$ cat src/rtl/fifo_pkt_drain.sv
// fifo_pkt_drain: pops a synchronous FIFO and re-presents its entries as a
// valid/ready stream through a registered 2-entry skid buffer.
// Beats are grouped into PKT_LEN-beat packets; the final beat carries out_last.
// When en drops mid-packet, the block keeps popping until the packet completes.
// Optional feature macro: FIFO_PKT_CNT_EN adds a 16-bit completed-packet counter.
module fifo_pkt_drain #(
    parameter int DW      = 24,
    parameter int PKT_LEN = 16,
    parameter int BW      = $clog2(PKT_LEN)
) (
    input  logic          clk,
    input  logic          rst_n,
    input  logic          en,
    input  logic          fifo_vld,
    input  logic [DW-1:0] fifo_data,
    output logic          fifo_pop,
    output logic          out_valid,
    input  logic          out_ready,
    output logic [DW-1:0] out_data,
    output logic          out_last,
    output logic          busy
`ifdef FIFO_PKT_CNT_EN
    ,
    output logic [15:0]   pkt_count
`endif
);

    typedef enum logic [1:0] {
        IDLE   = 2'd0,
        ACTIVE = 2'd1,
        DRAIN  = 2'd2
    } state_t;

    state_t        state_r;
    state_t        state_next_s;
    logic [BW-1:0] in_beat_r;
    logic [1:0]    occ_r;
    logic [DW-1:0] head_data_r;
    logic          head_last_r;
    logic [DW-1:0] tail_data_r;
    logic          tail_last_r;
    logic          pop_s;
    logic          hs_s;
    logic          pop_last_s;

    // The pop decision looks only at registers, en and fifo_vld, never at out_ready.
    always_comb begin
        pop_s      = 1'b0;
        hs_s       = 1'b0;
        pop_last_s = 1'b0;
        if (fifo_vld && (occ_r != 2'd2) &&
            (((state_r == ACTIVE) && en) || (state_r == DRAIN))) begin
            pop_s = 1'b1;
        end else begin
            pop_s = 1'b0;
        end
        if ((occ_r != 2'd0) && out_ready) begin
            hs_s = 1'b1;
        end else begin
            hs_s = 1'b0;
        end
        if (in_beat_r == BW'(PKT_LEN - 1)) begin
            pop_last_s = 1'b1;
        end else begin
            pop_last_s = 1'b0;
        end
    end

    // Next-state logic: stopping is only allowed on a packet boundary.
    always_comb begin
        state_next_s = state_r;
        case (state_r)
            IDLE: begin
                if (en) begin
                    state_next_s = ACTIVE;
                end else begin
                    state_next_s = IDLE;
                end
            end
            ACTIVE: begin
                if (en) begin
                    state_next_s = ACTIVE;
                end else if (in_beat_r == {BW{1'b0}}) begin
                    state_next_s = IDLE;
                end else begin
                    state_next_s = DRAIN;
                end
            end
            DRAIN: begin
                if (pop_s && pop_last_s) begin
                    state_next_s = IDLE;
                end else begin
                    state_next_s = DRAIN;
                end
            end
            default: begin
                state_next_s = IDLE;
            end
        endcase
    end

    // State register and pop-side beat counter (wraps at PKT_LEN-1).
    always_ff @(posedge clk) begin
        if (!rst_n) begin
            state_r   <= IDLE;
            in_beat_r <= {BW{1'b0}};
        end else begin
            state_r <= state_next_s;
            if (pop_s) begin
                if (pop_last_s) begin
                    in_beat_r <= {BW{1'b0}};
                end else begin
                    in_beat_r <= in_beat_r + BW'(1);
                end
            end
        end
    end

    // Skid buffer: head entry drives the stream, tail holds the overflow beat.
    always_ff @(posedge clk) begin
        if (!rst_n) begin
            occ_r       <= 2'd0;
            head_data_r <= {DW{1'b0}};
            head_last_r <= 1'b0;
            tail_data_r <= {DW{1'b0}};
            tail_last_r <= 1'b0;
        end else begin
            case (occ_r)
                2'd0: begin
                    if (pop_s) begin
                        head_data_r <= fifo_data;
                        head_last_r <= pop_last_s;
                        occ_r       <= 2'd1;
                    end
                end
                2'd1: begin
                    if (pop_s && hs_s) begin
                        head_data_r <= fifo_data;
                        head_last_r <= pop_last_s;
                    end else if (pop_s) begin
                        tail_data_r <= fifo_data;
                        tail_last_r <= pop_last_s;
                        occ_r       <= 2'd2;
                    end else if (hs_s) begin
                        occ_r <= 2'd0;
                    end
                end
                2'd2: begin
                    // No pop is possible while full; only a handshake moves data.
                    if (hs_s) begin
                        head_data_r <= tail_data_r;
                        head_last_r <= tail_last_r;
                        occ_r       <= 2'd1;
                    end
                end
                default: begin
                    occ_r <= 2'd0;
                end
            endcase
        end
    end

`ifdef FIFO_PKT_CNT_EN
    logic [15:0] pkt_count_r;

    // Completed-packet counter, bumped when the last beat of a packet leaves.
    always_ff @(posedge clk) begin
        if (!rst_n) begin
            pkt_count_r <= 16'd0;
        end else if (hs_s && head_last_r) begin
            pkt_count_r <= pkt_count_r + 16'd1;
        end
    end

    assign pkt_count = pkt_count_r;
`endif

    assign fifo_pop  = pop_s;
    assign out_valid = (occ_r != 2'd0);
    assign out_data  = head_data_r;
    assign out_last  = head_last_r;
    assign busy      = (state_r != IDLE) || (occ_r != 2'd0);

endmodule

$ cat config.mk
export PLATFORM = sky130hd
export DESIGN_NAME = fifo_pkt_drain
export DESIGN_NICKNAME = d
export VERILOG_FILES = /design/src/rtl/fifo_pkt_drain.sv
export SDC_FILE = /design/constraint.sdc
export NUM_CORES = 1
export LEC_CHECK = 0
export CAP_MARGIN = 30
export CORE_ASPECT_RATIO = 0.5
export CORE_MARGIN = 4
export CORE_UTILIZATION = 35
export CTS_CLUSTER_DIAMETER = 200
export DETAILED_ROUTE_END_ITERATION = 6
export GPL_ROUTABILITY_DRIVEN = 0
export PLACE_DENSITY = 0.55
export SLEW_MARGIN = 0
export SYNTH_ARGS = -nofsm -noshare
export SYNTH_HDL_FRONTEND = slang
export SYNTH_SLANG_ARGS = --single-unit
$ cat constraint.sdc
create_clock -name clk -period 2.9 [get_ports clk]
set_input_delay 0.29 -clock clk [delete_from_list [all_inputs] [get_ports clk]]
set_output_delay 0.29 -clock clk [all_outputs]
set_load 0.05 [all_outputs]
==> insert_results.sql <==
INSERT INTO impl_metrics (metric_group, metric, value, unit) VALUES
('critical_path', 'cp_data_required_time', '2610', 'ps'),
('yosys', 'synth_seq_area_share', '0.4381', ''),
('timing', 'fin_crit', '2353', 'ps'),
('timing', 'hold_viol_final', '0', ''),
('route', 'routed_wl', '6246', 'um'),
('job', 'drv.max_cap_violation_count', '0', ''),
('route', 'vias_per_cell', '5.083', ''),
('timing', 'slew_violations', '0', ''),
('critical_path', 'worst-setup-path-type', 'reg2out', ''),
('placed_design', 'place.detailed.hpwl', '3967', 'um'),
('clock_tree', 'tritoncts_num_sinks', '58', ''),
('clock_tree', 'cts_tree', 'built', ''),
('yosys', 'post_synth.cell_area_avg', '9.266', 'um^2'),
('floorplanning', 'floorplan.die_area', '9112', 'um^2'),
('clock_tree', 'clock_path_buffers', '2', ''),
('yosys', 'edff_count_synth', '0', ''),
('critical_path', 'critical_path_arrival', '2060', 'ps'),
('run_status', 'outcome', 'finished clean', ''),
('clock_tree', 'clkTransAtPathRegs', '50', 'ps'),
('timing', 'period_share', '0.8115', ''),
('finish', 'post-route-cell-area', '3518', 'um^2'),
('pwr', 'power.static_leakage', '1.719', 'nW'),
('pwr', 'power-per-cell-area', '600.8', 'nW/um^2'),
('route', 'drc', '0', ''),
('yosys', 'top_cell_types_by_occurrence_after_synthesis', '58 x sky130_fd_sc_hd__dfxtp_1, 52 x sky130_fd_sc_hd__nand3_1, 30 x sky130_fd_sc_hd__nand2_1', ''),
('finish', 'layout-drive-gt1-share', '0.07988', ''),
('critical_path', 'timing.reg2reg.setup_slack', '1160', 'ps'),
('clock_tree', 'cts_inserted_buffers', '9', ''),
('clock_tree', 'htree_levels', '3', ''),
('yosys', 'postSynthCellCount', '286', ''),
('route', 'first_pass_iters', '4', ''),
('pwr', 'vdd_ir_drop_max', '367.0', 'uV'),
('global_routing', 'wire_length_of_the_first_global_routing_pass', '10330', 'um'),
('clock_tree', 'post_cts_resized', '0', ''),
('timing', 'timing.fmax', '424.9', 'MHz'),
('clock_tree', 'root_buffer', 'sky130_fd_sc_hd__clkbuf_16', ''),
('yosys', 'mappedNetlistNets', '317', ''),
('yosys', 'post-synth-top-area-cell', 'sky130_fd_sc_hd__dfxtp_1', ''),
('route', 'route.vias.total', '2206', ''),
('global_routing', 'grt-ovfl-total', '0', ''),
('worst_hold_path', 'hold_path_depth', '2', ''),
('yosys', 'synth_largest_type_area_fraction', '0.4381', ''),
('finish', 'flow.area_growth_from_synthesis', '32.77', '%'),
('yosys', 'fraction_of_registers_with_async_set_reset', '0', ''),
('critical_path', 'rr_worst_depth', '5', ''),
('critical_path', 'crit_start', 'occ_r[0]', ''),
('global_routing', 'antenna_found_initial', '0', ''),
('yosys', 'ys_ff_latch', '58', ''),
('yosys', 'synth_area_leaders', 'sky130_fd_sc_hd__dfxtp_1 44%, sky130_fd_sc_hd__mux2i_1 9.8%, sky130_fd_sc_hd__nand3_1 9.8%', ''),
('timing', 'rsz0062_at_grt', 'false', ''),
('timing', 'timing.hold.ws', '445.5', 'ps'),
('floorplanning', 'core.rowCount', '22', ''),
('timing', 'skew', '5.234', 'ps'),
('timing', 'tns', '0', 'ps'),
('floorplanning', 'placeableCoreArea', '7350', 'um^2'),
('finish', 'nets', '364', ''),
('global_routing', 'grt_pass1_vias', '2121', ''),
('critical_path', 'worstPathMaxFanout', '7', ''),
('yosys', 'ys.warnings.count', '0', ''),
('floorplanning', 'die_height', '69.53', 'um'),
('timing', 'finalSetupViolations', '0', ''),
('floorplanning', 'initial_core_util', '0.3606', ''),
('critical_path', 'crit_path_start_kind', 'flip-flop', ''),
('finish', 'antenna_diode_count', '0', ''),
('yosys', 'ys.flop_type', 'sky130_fd_sc_hd__dfxtp_1', ''),
('critical_path', 'critical_path.reg2reg.endpoint', 'out_data[11]', ''),
('critical_path', 'worstReg2RegStart', 'occ_r[0]', ''),
('floorplanning', 'chipWidth', '131.1', 'um'),
('clock_tree', 'post-cts-setup-buffers', '0', ''),
('route', 'avgRoutedWirePerCell', '14.39', 'um'),
('worst_hold_path', 'timing.hold.worst.start', 'tail_data_r[15]', '');
## logic make-up (layout without fill, tap and decap cells)
logic type / Yosys count / in the layout / synth area share
XOR/XNOR: 1 / 1 / 0.003306
AND/OR/NAND/NOR: 103 / 103 / 0.1908
adder cells (fa/ha/maj): 2 / 2 / 0.009441
multiplexers: 27 / 27 / 0.1034
AO/OA/AOI/OAI: 64 / 64 / 0.1917
buffers and inverters: 31 / 83 / 0.06326
flip-flops: 58 / 58 / 0.4381
## final cells by class
class                           count  area [um^2]
Fill cell                         710         3831
Multi-Input combinational cell    197         1325
Sequential cell                    58         1161
Timing Repair Buffer               61        590.6
Clock buffer                       14        264.0
Tap cell                           96        120.1
Clock inverter                      2        35.03
Inverter                            6        22.52
## cells in the final DEF (no fill, tap or decap), drive strengths merged, types with 2 or more instances in the layout
master	instances
and2b	2
o211a	25
nor3	3
mux2i	27
or3	2
dfxtp	58
nand2	30
nor2	3
buf	7
clkdlybuf4s50	54
a21oi	3
nand2b	2
inv	6
nand3	52
o21ai	28
ha	2
clkbuf	14
and2	2
## through the flow
stage | setup slack (ps) | util | std cells
after floorplan | 1228 | - | 286
after CTS | 531.3 | 0.4787 | 434
after detailed placement | 760.9 | 0.4380 | 418
after global placement | 811.2 | 0.4380 | 418
final | 546.7 | 0.4787 | 434
after global routing | 485.7 | 0.4787 | 434
## critical path, stage by stage, from the launching register on
cell and delay [ps]:
sky130_fd_sc_hd__dfxtp_1 380, sky130_fd_sc_hd__or2_2 330, sky130_fd_sc_hd__or3_1 320, sky130_fd_sc_hd__clkdlybuf4s50_1 710
## worst max path at each step
stage | cells after the start | end
floorplan | 3 | busy
global placement | 6 | tail_data_r[23]
detailed placement | 6 | tail_data_r[11]
CTS | 3 | busy
global route | 3 | busy
finish | 3 | busy
## flip-flops by register name (all words and copies together), names as in the netlist
name,count
tail_last_r,1
occ_r,2
state_r,2
in_beat_r,4
out_last,1
tail_data_r,24
out_data,24
## where the power goes
group / internal, W / total, W / leakage, nW / switching (W)
sequential: 0.000819 / 0.000831 / 0.470 / 0.0000128
combinational: 0.0000973 / 0.000239 / 1.10 / 0.000142
clock: 0.000709 / 0.00104 / 0.147 / 0.000334
## layer usage
layer	global-route usage	up-vias	wire, um
met5	0	-	0
met4	0.05359	0	84
met3	0.05923	8	251
met2	0.2292	34	2957
met1	0.1764	1033	2952
li1	-	1131	-
Note: power is estimated with default switching activity, not from simulation.
